File: config.mk
export PLATFORM = sky130hd
export DESIGN_NAME = unet_frame_seq
export DESIGN_NICKNAME = d
export VERILOG_FILES = /design/src/rtl/unet_seq_pkg.sv /design/src/rtl/unet_seq_beat_cnt.sv /design/src/rtl/unet_frame_seq.sv
export SDC_FILE = /design/constraint.sdc
export NUM_CORES = 1
export LEC_CHECK = 0
export CELL_PAD_IN_SITES_DETAIL_PLACEMENT = 2
export CELL_PAD_IN_SITES_GLOBAL_PLACEMENT = 2
export CORE_AREA = 10 10 108 182
export DETAILED_ROUTE_END_ITERATION = 6
export DIE_AREA = 0 0 118 192
export DONT_BUFFER_PORTS = 1
export PLACE_DENSITY = 0.84
export SLEW_MARGIN = 10
export SYNTH_ARGS = -nofsm -noshare
export SYNTH_HDL_FRONTEND = slang
export SYNTH_SLANG_ARGS = --single-unit
export TNS_END_PERCENT = 20
File: constraint.sdc
create_clock -name clk -period 3.9 [get_ports clk]
set_input_delay 0.585 -clock clk [delete_from_list [all_inputs] [get_ports clk]]
set_output_delay 0.585 -clock clk [all_outputs]
set_load 0.02 [all_outputs]
File: src/rtl/unet_seq_pkg.sv
// Shared types and default sizes for the UNET frame sequencer.
package unet_seq_pkg;

    typedef enum logic [1:0] {
        IDLE  = 2'd0,
        RUN   = 2'd1,
        DRAIN = 2'd2,
        DONE  = 2'd3
    } seq_state_e;

    localparam int DATA_W_DEF  = 12;
    localparam int CNT_W_DEF   = 20;
    localparam int TMO_CYC_DEF = 4096;

endpackage

File: src/rtl/unet_seq_beat_cnt.sv
// Beat counter that stops at a programmed length. It reports whether more
// beats are allowed and whether the count will equal the length after this
// edge, so the controller can change state on the final beat itself.
module unet_seq_beat_cnt
    import unet_seq_pkg::*;
#(
    parameter int CNT_W = CNT_W_DEF
) (
    input  logic             clk,
    input  logic             rst,
    input  logic             clear_i,
    input  logic             beat_i,
    input  logic [CNT_W-1:0] len_i,
    output logic [CNT_W-1:0] cnt_o,
    output logic             open_o,
    output logic             full_next_o
);

    logic [CNT_W-1:0] cnt_q;
    logic [CNT_W-1:0] cnt_d;

    // Next count: clear wins, otherwise advance only while below the length.
    always_comb begin
        cnt_d = cnt_q;
        if (clear_i) begin
            cnt_d = '0;
        end else if (beat_i && (cnt_q < len_i)) begin
            cnt_d = cnt_q + 1'b1;
        end
    end

    // Count register.
    always_ff @(posedge clk) begin
        if (rst) begin
            cnt_q <= '0;
        end else begin
            cnt_q <= cnt_d;
        end
    end

    assign cnt_o       = cnt_q;
    assign open_o      = (cnt_q < len_i);
    assign full_next_o = (cnt_d == len_i);

endmodule

File: src/rtl/unet_frame_seq.sv
// Frame sequencer around a UNET IP. It gates a fixed number of input beats
// into the IP and a fixed number of result beats out of it, then pulses done.
// Optional stall timeout: define UNET_FRAME_SEQ_TIMEOUT_EN to enable it.
module unet_frame_seq
    import unet_seq_pkg::*;
#(
    parameter int DATA_W  = DATA_W_DEF,
    parameter int CNT_W   = CNT_W_DEF,
    parameter int TMO_CYC = TMO_CYC_DEF
) (
    input  logic              clk,
    input  logic              rst,
    input  logic              cfg_start,
    input  logic [CNT_W-1:0]  cfg_in_len,
    input  logic [CNT_W-1:0]  cfg_out_len,
    input  logic [DATA_W-1:0] src_rsc_dat,
    input  logic              src_rsc_vld,
    output logic              src_rsc_rdy,
    output logic [DATA_W-1:0] ip_in_rsc_dat,
    output logic              ip_in_rsc_vld,
    input  logic              ip_in_rsc_rdy,
    input  logic [DATA_W-1:0] ip_out_rsc_dat,
    input  logic              ip_out_rsc_vld,
    output logic              ip_out_rsc_rdy,
    output logic [DATA_W-1:0] snk_rsc_dat,
    output logic              snk_rsc_vld,
    input  logic              snk_rsc_rdy,
    output logic              busy,
    output logic              done,
    output logic              err_cfg,
    output logic              err_tmo,
    output logic [CNT_W-1:0]  in_cnt,
    output logic [CNT_W-1:0]  out_cnt
);

    seq_state_e       state_q;
    logic [CNT_W-1:0] in_len_q;
    logic [CNT_W-1:0] out_len_q;
    logic             err_cfg_q;

    logic start_ok;
    logic start_bad;
    logic in_ctr_open;
    logic out_ctr_open;
    logic in_full_next;
    logic out_full_next;
    logic in_open;
    logic out_open;
    logic in_beat;
    logic out_beat;

    assign start_ok  = (state_q == IDLE) && cfg_start &&
                       (cfg_in_len != '0) && (cfg_out_len != '0);
    assign start_bad = (state_q == IDLE) && cfg_start &&
                       ((cfg_in_len == '0) || (cfg_out_len == '0));

    assign in_open  = (state_q == RUN) && in_ctr_open;
    assign out_open = ((state_q == RUN) || (state_q == DRAIN)) && out_ctr_open;

    assign ip_in_rsc_dat  = src_rsc_dat;
    assign ip_in_rsc_vld  = src_rsc_vld & in_open;
    assign src_rsc_rdy    = ip_in_rsc_rdy & in_open;
    assign snk_rsc_dat    = ip_out_rsc_dat;
    assign snk_rsc_vld    = ip_out_rsc_vld & out_open;
    assign ip_out_rsc_rdy = snk_rsc_rdy & out_open;

    assign in_beat  = src_rsc_vld & ip_in_rsc_rdy & in_open;
    assign out_beat = ip_out_rsc_vld & snk_rsc_rdy & out_open;

    unet_seq_beat_cnt #(.CNT_W(CNT_W)) u_in_cnt (
        .clk         (clk),
        .rst         (rst),
        .clear_i     (start_ok),
        .beat_i      (in_beat),
        .len_i       (in_len_q),
        .cnt_o       (in_cnt),
        .open_o      (in_ctr_open),
        .full_next_o (in_full_next)
    );

    unet_seq_beat_cnt #(.CNT_W(CNT_W)) u_out_cnt (
        .clk         (clk),
        .rst         (rst),
        .clear_i     (start_ok),
        .beat_i      (out_beat),
        .len_i       (out_len_q),
        .cnt_o       (out_cnt),
        .open_o      (out_ctr_open),
        .full_next_o (out_full_next)
    );

`ifdef UNET_FRAME_SEQ_TIMEOUT_EN
    localparam int STALL_W = $clog2(TMO_CYC + 1);
    logic [STALL_W-1:0] stall_q;
    logic               err_tmo_q;
`endif

    // Frame control: start/abort, run-to-drain-to-done sequencing, error flags.
    always_ff @(posedge clk) begin
        if (rst) begin
            state_q   <= IDLE;
            in_len_q  <= '0;
            out_len_q <= '0;
            err_cfg_q <= 1'b0;
`ifdef UNET_FRAME_SEQ_TIMEOUT_EN
            stall_q   <= '0;
            err_tmo_q <= 1'b0;
`endif
        end else begin
            err_cfg_q <= start_bad;
            case (state_q)
                IDLE: begin
                    if (start_ok) begin
                        in_len_q  <= cfg_in_len;
                        out_len_q <= cfg_out_len;
                        state_q   <= RUN;
`ifdef UNET_FRAME_SEQ_TIMEOUT_EN
                        err_tmo_q <= 1'b0;
`endif
                    end
                end
                RUN: begin
                    if (in_full_next && out_full_next) begin
                        state_q <= DONE;
                    end else if (in_full_next) begin
                        state_q <= DRAIN;
                    end
                end
                DRAIN: begin
                    if (out_full_next) begin
                        state_q <= DONE;
                    end
                end
                default: begin
                    state_q <= IDLE;
                end
            endcase
`ifdef UNET_FRAME_SEQ_TIMEOUT_EN
            // Every state change inside a frame coincides with a beat, so a
            // beat alone is enough to restart the stall window.
            if ((state_q == RUN) || (state_q == DRAIN)) begin
                if (in_beat || out_beat) begin
                    stall_q <= '0;
                end else if (stall_q == STALL_W'(TMO_CYC - 1)) begin
                    stall_q   <= '0;
                    err_tmo_q <= 1'b1;
                    state_q   <= IDLE;
                end else begin
                    stall_q <= stall_q + 1'b1;
                end
            end else begin
                stall_q <= '0;
            end
`endif
        end
    end

    assign busy    = (state_q != IDLE);
    assign done    = (state_q == DONE);
    assign err_cfg = err_cfg_q;
`ifdef UNET_FRAME_SEQ_TIMEOUT_EN
    assign err_tmo = err_tmo_q;
`else
    assign err_tmo = 1'b0;
`endif

endmodule

==> flow_summary.toml <==
[logic_synthesis]
synth-xor-area-share = 0.0918
synth_fp_nets = 894
synth_seq_area_share = 0.284
muxShareOfSynthArea = 0.00856
synthAdderAreaFrac = 0.0942
async_flop_share = 0
yosys_register_bits = 83
syn_avg_cell_area_um2 = 7.51
synth_flop_cell = "dfxtp_1"
synth_top_family_by_area = "simple AND/OR/NAND/NOR gates"
yosys_warnings = 0
synth-edff-count = 0
synth.distinct_cells = 66
syn-cell-area_um2 = 5850
yosys.area_share.simple = 0.276
synth_compound_area_frac = 0.155
postSynthCellCount = 779

[floorplanning]
fp.dieW_um = 118
die_area_um2 = 22700
core-area_um2 = 16400
initial_utilization = 0.356
num_rows = 62
die_h_um = 192
pin_count = 143

[global_route]
grtUsageTotal = 0.215
grt_pass1_wl_um = 38200
grt_antenna_before_repair = 0
grt_pass1_vias = 6788
grt_max_degree = 47
grt.overflow.total = 0

[sta]
layout_setup_ws_ns = -0.178
skew_ns = 0.00759
finalCritPeriodShare = 1.05
slew_headroom = 0.385
finalSetupViolCount = 2
fin_crit_ns = 4.08
hold_viol = 0
tightest_slew_ns = 0.921
clock.fmax_mhz = 245
setup_tns_ns = -0.317
slew_viol_final = 0

[finish]
nNetsFinal = 921
drive_gt1_frac = 0.171
area_growth_pct = 20.4
fin_cells = 1035
final_util = 0.428
fill_cells = 1877
diodes = 0

[critical_path]
cp_num_buf_inv = 2
crit_arrival_ns = 4.29
crit_family = "compound AO/OA/AOI/OAI gates"
crit_type = "reg -> reg"
reg2reg_to = "state_q[0]"
startpoint = "out_len_q[17]"
max_stage_delay_ns = 0.53
cp_max_fo = 4
required_ns = 4.12
crit_end = "state_q[0]"
reg2reg_from = "out_len_q[17]"
crit_slowest_cell = "nor3_1"
path_cells = "inv_1 -> ha_1 -> nand4_1 -> nor2_1 -> a221o_2 -> buf_4 -> nor3_1 -> xor2_1 -> o32a_1 -> a32oi_1 -> nand4_1 -> a22o_1 -> o21ai_1 -> a21oi_1"
r2r_cells = 14
worst_setup_path_start_kind = "register"
regToRegSetupSlack_ns = -0.18
cp_common_cell = "nand4_1"
worst-path-stages = 14
crit_path_end_kind = "register"

[run_status]
outcome = "finished, violations left"
violations = "setup timing"

[clock_network]
cts_tree = "yes"
clk_latency_ns = 0.35
cts_buffers = 9
holdBufCountCts = 0
cts.sink_count = 83
clockRootBuffer = "clkbuf_16"
cts_buffer_depth = 2
clk_pin_slew_ns = 0.07
h-tree-depth = 3

[pwr]
p_clk_frac = 0.309
powerDensity_nw_per_um2 = 488
p_sw_mw = 1.36
ir_drop_v = 0.000210
p_comb_frac = 0.401
pwr-share-seq = 0.290
power.internal_mw = 2.07
leakage_nw = 2.63
p_sw_frac = 0.396

[route]
ant_nets = 0
vias = 6068
vias_per_cell = 5.86
drt_wl_total_um = 27200
first_pass_iters = 4
routedWlPerCell_um = 26.2
drt_iter0_markers = 260
drcViolationCount = 0

[min_path]
hold_class = "in -> reg"
min_path_cells = 1

[placed_design]
dp.cells = 1014
dp_hpwl_um = 19600
place.gp.congestion = 0.850
io_buffers = 0

[job]
cap_violations = 0
-- power by group through the flow --
stage | logic, mW | registers [mW] | clock network [mW]
after floorplan | 0.787 | 0.994 | 0
after global placement | 1.07 | 0.997 | 0
after detailed placement | 1.14 | 1.01 | 0
after CTS | 1.18 | 0.990 | 1.07
after global routing | 1.48 | 1.00 | 1.10
final | 1.38 | 0.996 | 1.06
-- kinds of logic after synthesis --
kind of cell | after synthesis
AO/OA/AOI/OAI | 143
flip-flops | 83
multiplexers | 5
adder cells (fa/ha/maj) | 44
other | 1
AND/OR/NAND/NOR | 337
buffers and inverters | 111
XOR/XNOR | 55
-- per-stage QoR --
step           hold slack, ns  total power [mW]  area [µm²]  setup slack [ns]
2_1_floorplan           0.436              1.78        5850             0.502
3_5_place_dp            0.451              2.15        6350            -0.531
3_3_place_gp            0.438              2.07        6350            -0.438
4_1_cts                 0.296              3.24        6750          -0.00451
5_1_grt                 0.299              3.58        7040            -0.301
6_report                0.303              3.44        7040            -0.178
-- cells in the mapped netlist (all sizes together), types with 2 or more instances --
master     n  area (µm²)
o31a       3        26.3
a2111oi    2        23.8
a21o       5        37.5
nand2b     8        50.1
o31ai      2        15.0
a21oi     70         350
o21a       2        15.0
nor2      59         221
nor3      33         186
nor2b      6        37.5
mux2i      5        50.1
nand2    128         480
buf       36         243
nor3b      3        22.5
xnor2     41         359
nand3b     3        22.5
clkbuf    23        86.3
nand4     16         100
and2       5        31.3
a41oi      2        17.5
nand3     28         140
dfxtp     83        1660
o32a       2        20.0
o22ai      2        12.5
xor2      10        87.6
o32ai      3        26.3
nor4      22         144
or3       10        62.6
inv       52         195
and3       9        56.3
o21ba      3        30.0
and4       2        17.5
xnor3      4        90.1
ha        44         551
a31oi      3        18.8
a211oi     5        37.5
o211ai     6        45.0
o21ai     18        90.1
-- how the worst min path moves through the flow --
stage,endpoint,startpoint
3_5_place_dp,out_len_q[8],out_len_q[8]
2_1_floorplan,in_len_q[14],in_len_q[14]
5_1_grt,out_len_q[2],rst
6_report,out_len_q[2],rst
4_1_cts,out_len_q[2],rst
3_3_place_gp,out_len_q[10],out_len_q[10]
-- sequential cells by signal (all words and copies together), names as in the netlist --
name / count
state_q: 2
out_len_q: 20
in_len_q: 20
err_cfg: 1
u_in_cnt.cnt_o: 20
u_out_cnt.cnt_o: 20
-- repair_timing --
| action | CTS | global route |
|---|---|---|
| resized for setup | 10 | 46 |
| cloned | 0 | 2 |
| buffers inserted | 0 | 3 |
| setup endpoints to repair | 2 | 2 |
| pin swaps | 2 | 13 |
-- routing by layer --
metal,part of all wire,GRT usage
met5,0,0
met4,0.053,0.123
met3,0.052,0.0517
met2,0.57,0.432
met1,0.33,0.187
-- placed cells by master, fill, tap and decap left out, drive strengths merged, types with 4 or more instances in the layout --
cell / count
a211oi: 5
a21o: 5
a21oi: 70
and2: 5
and3: 9
buf: 73
clkbuf: 12
dfxtp: 83
ha: 44
inv: 53
mux2i: 5
nand2: 128
nand2b: 8
nand3: 28
nand4: 16
nor2: 59
nor2b: 6
nor3: 33
nor4: 22
o211ai: 6
o21ai: 18
or3: 10
xnor2: 41
xnor3: 4
xor2: 10
-- final cells by class --
type                       count  area (µm²)  share of cell area
inverter                      52         195              0.0277
tap                          224         280              0.0398
clock inverter                 5         108              0.0153
clock buffer                  11         253              0.0359
timing repair buffer          74         589              0.0837
multi-input combinational    586        3950               0.561
sequential                    83        1660               0.236
Power figures use the tool's default switching activity.
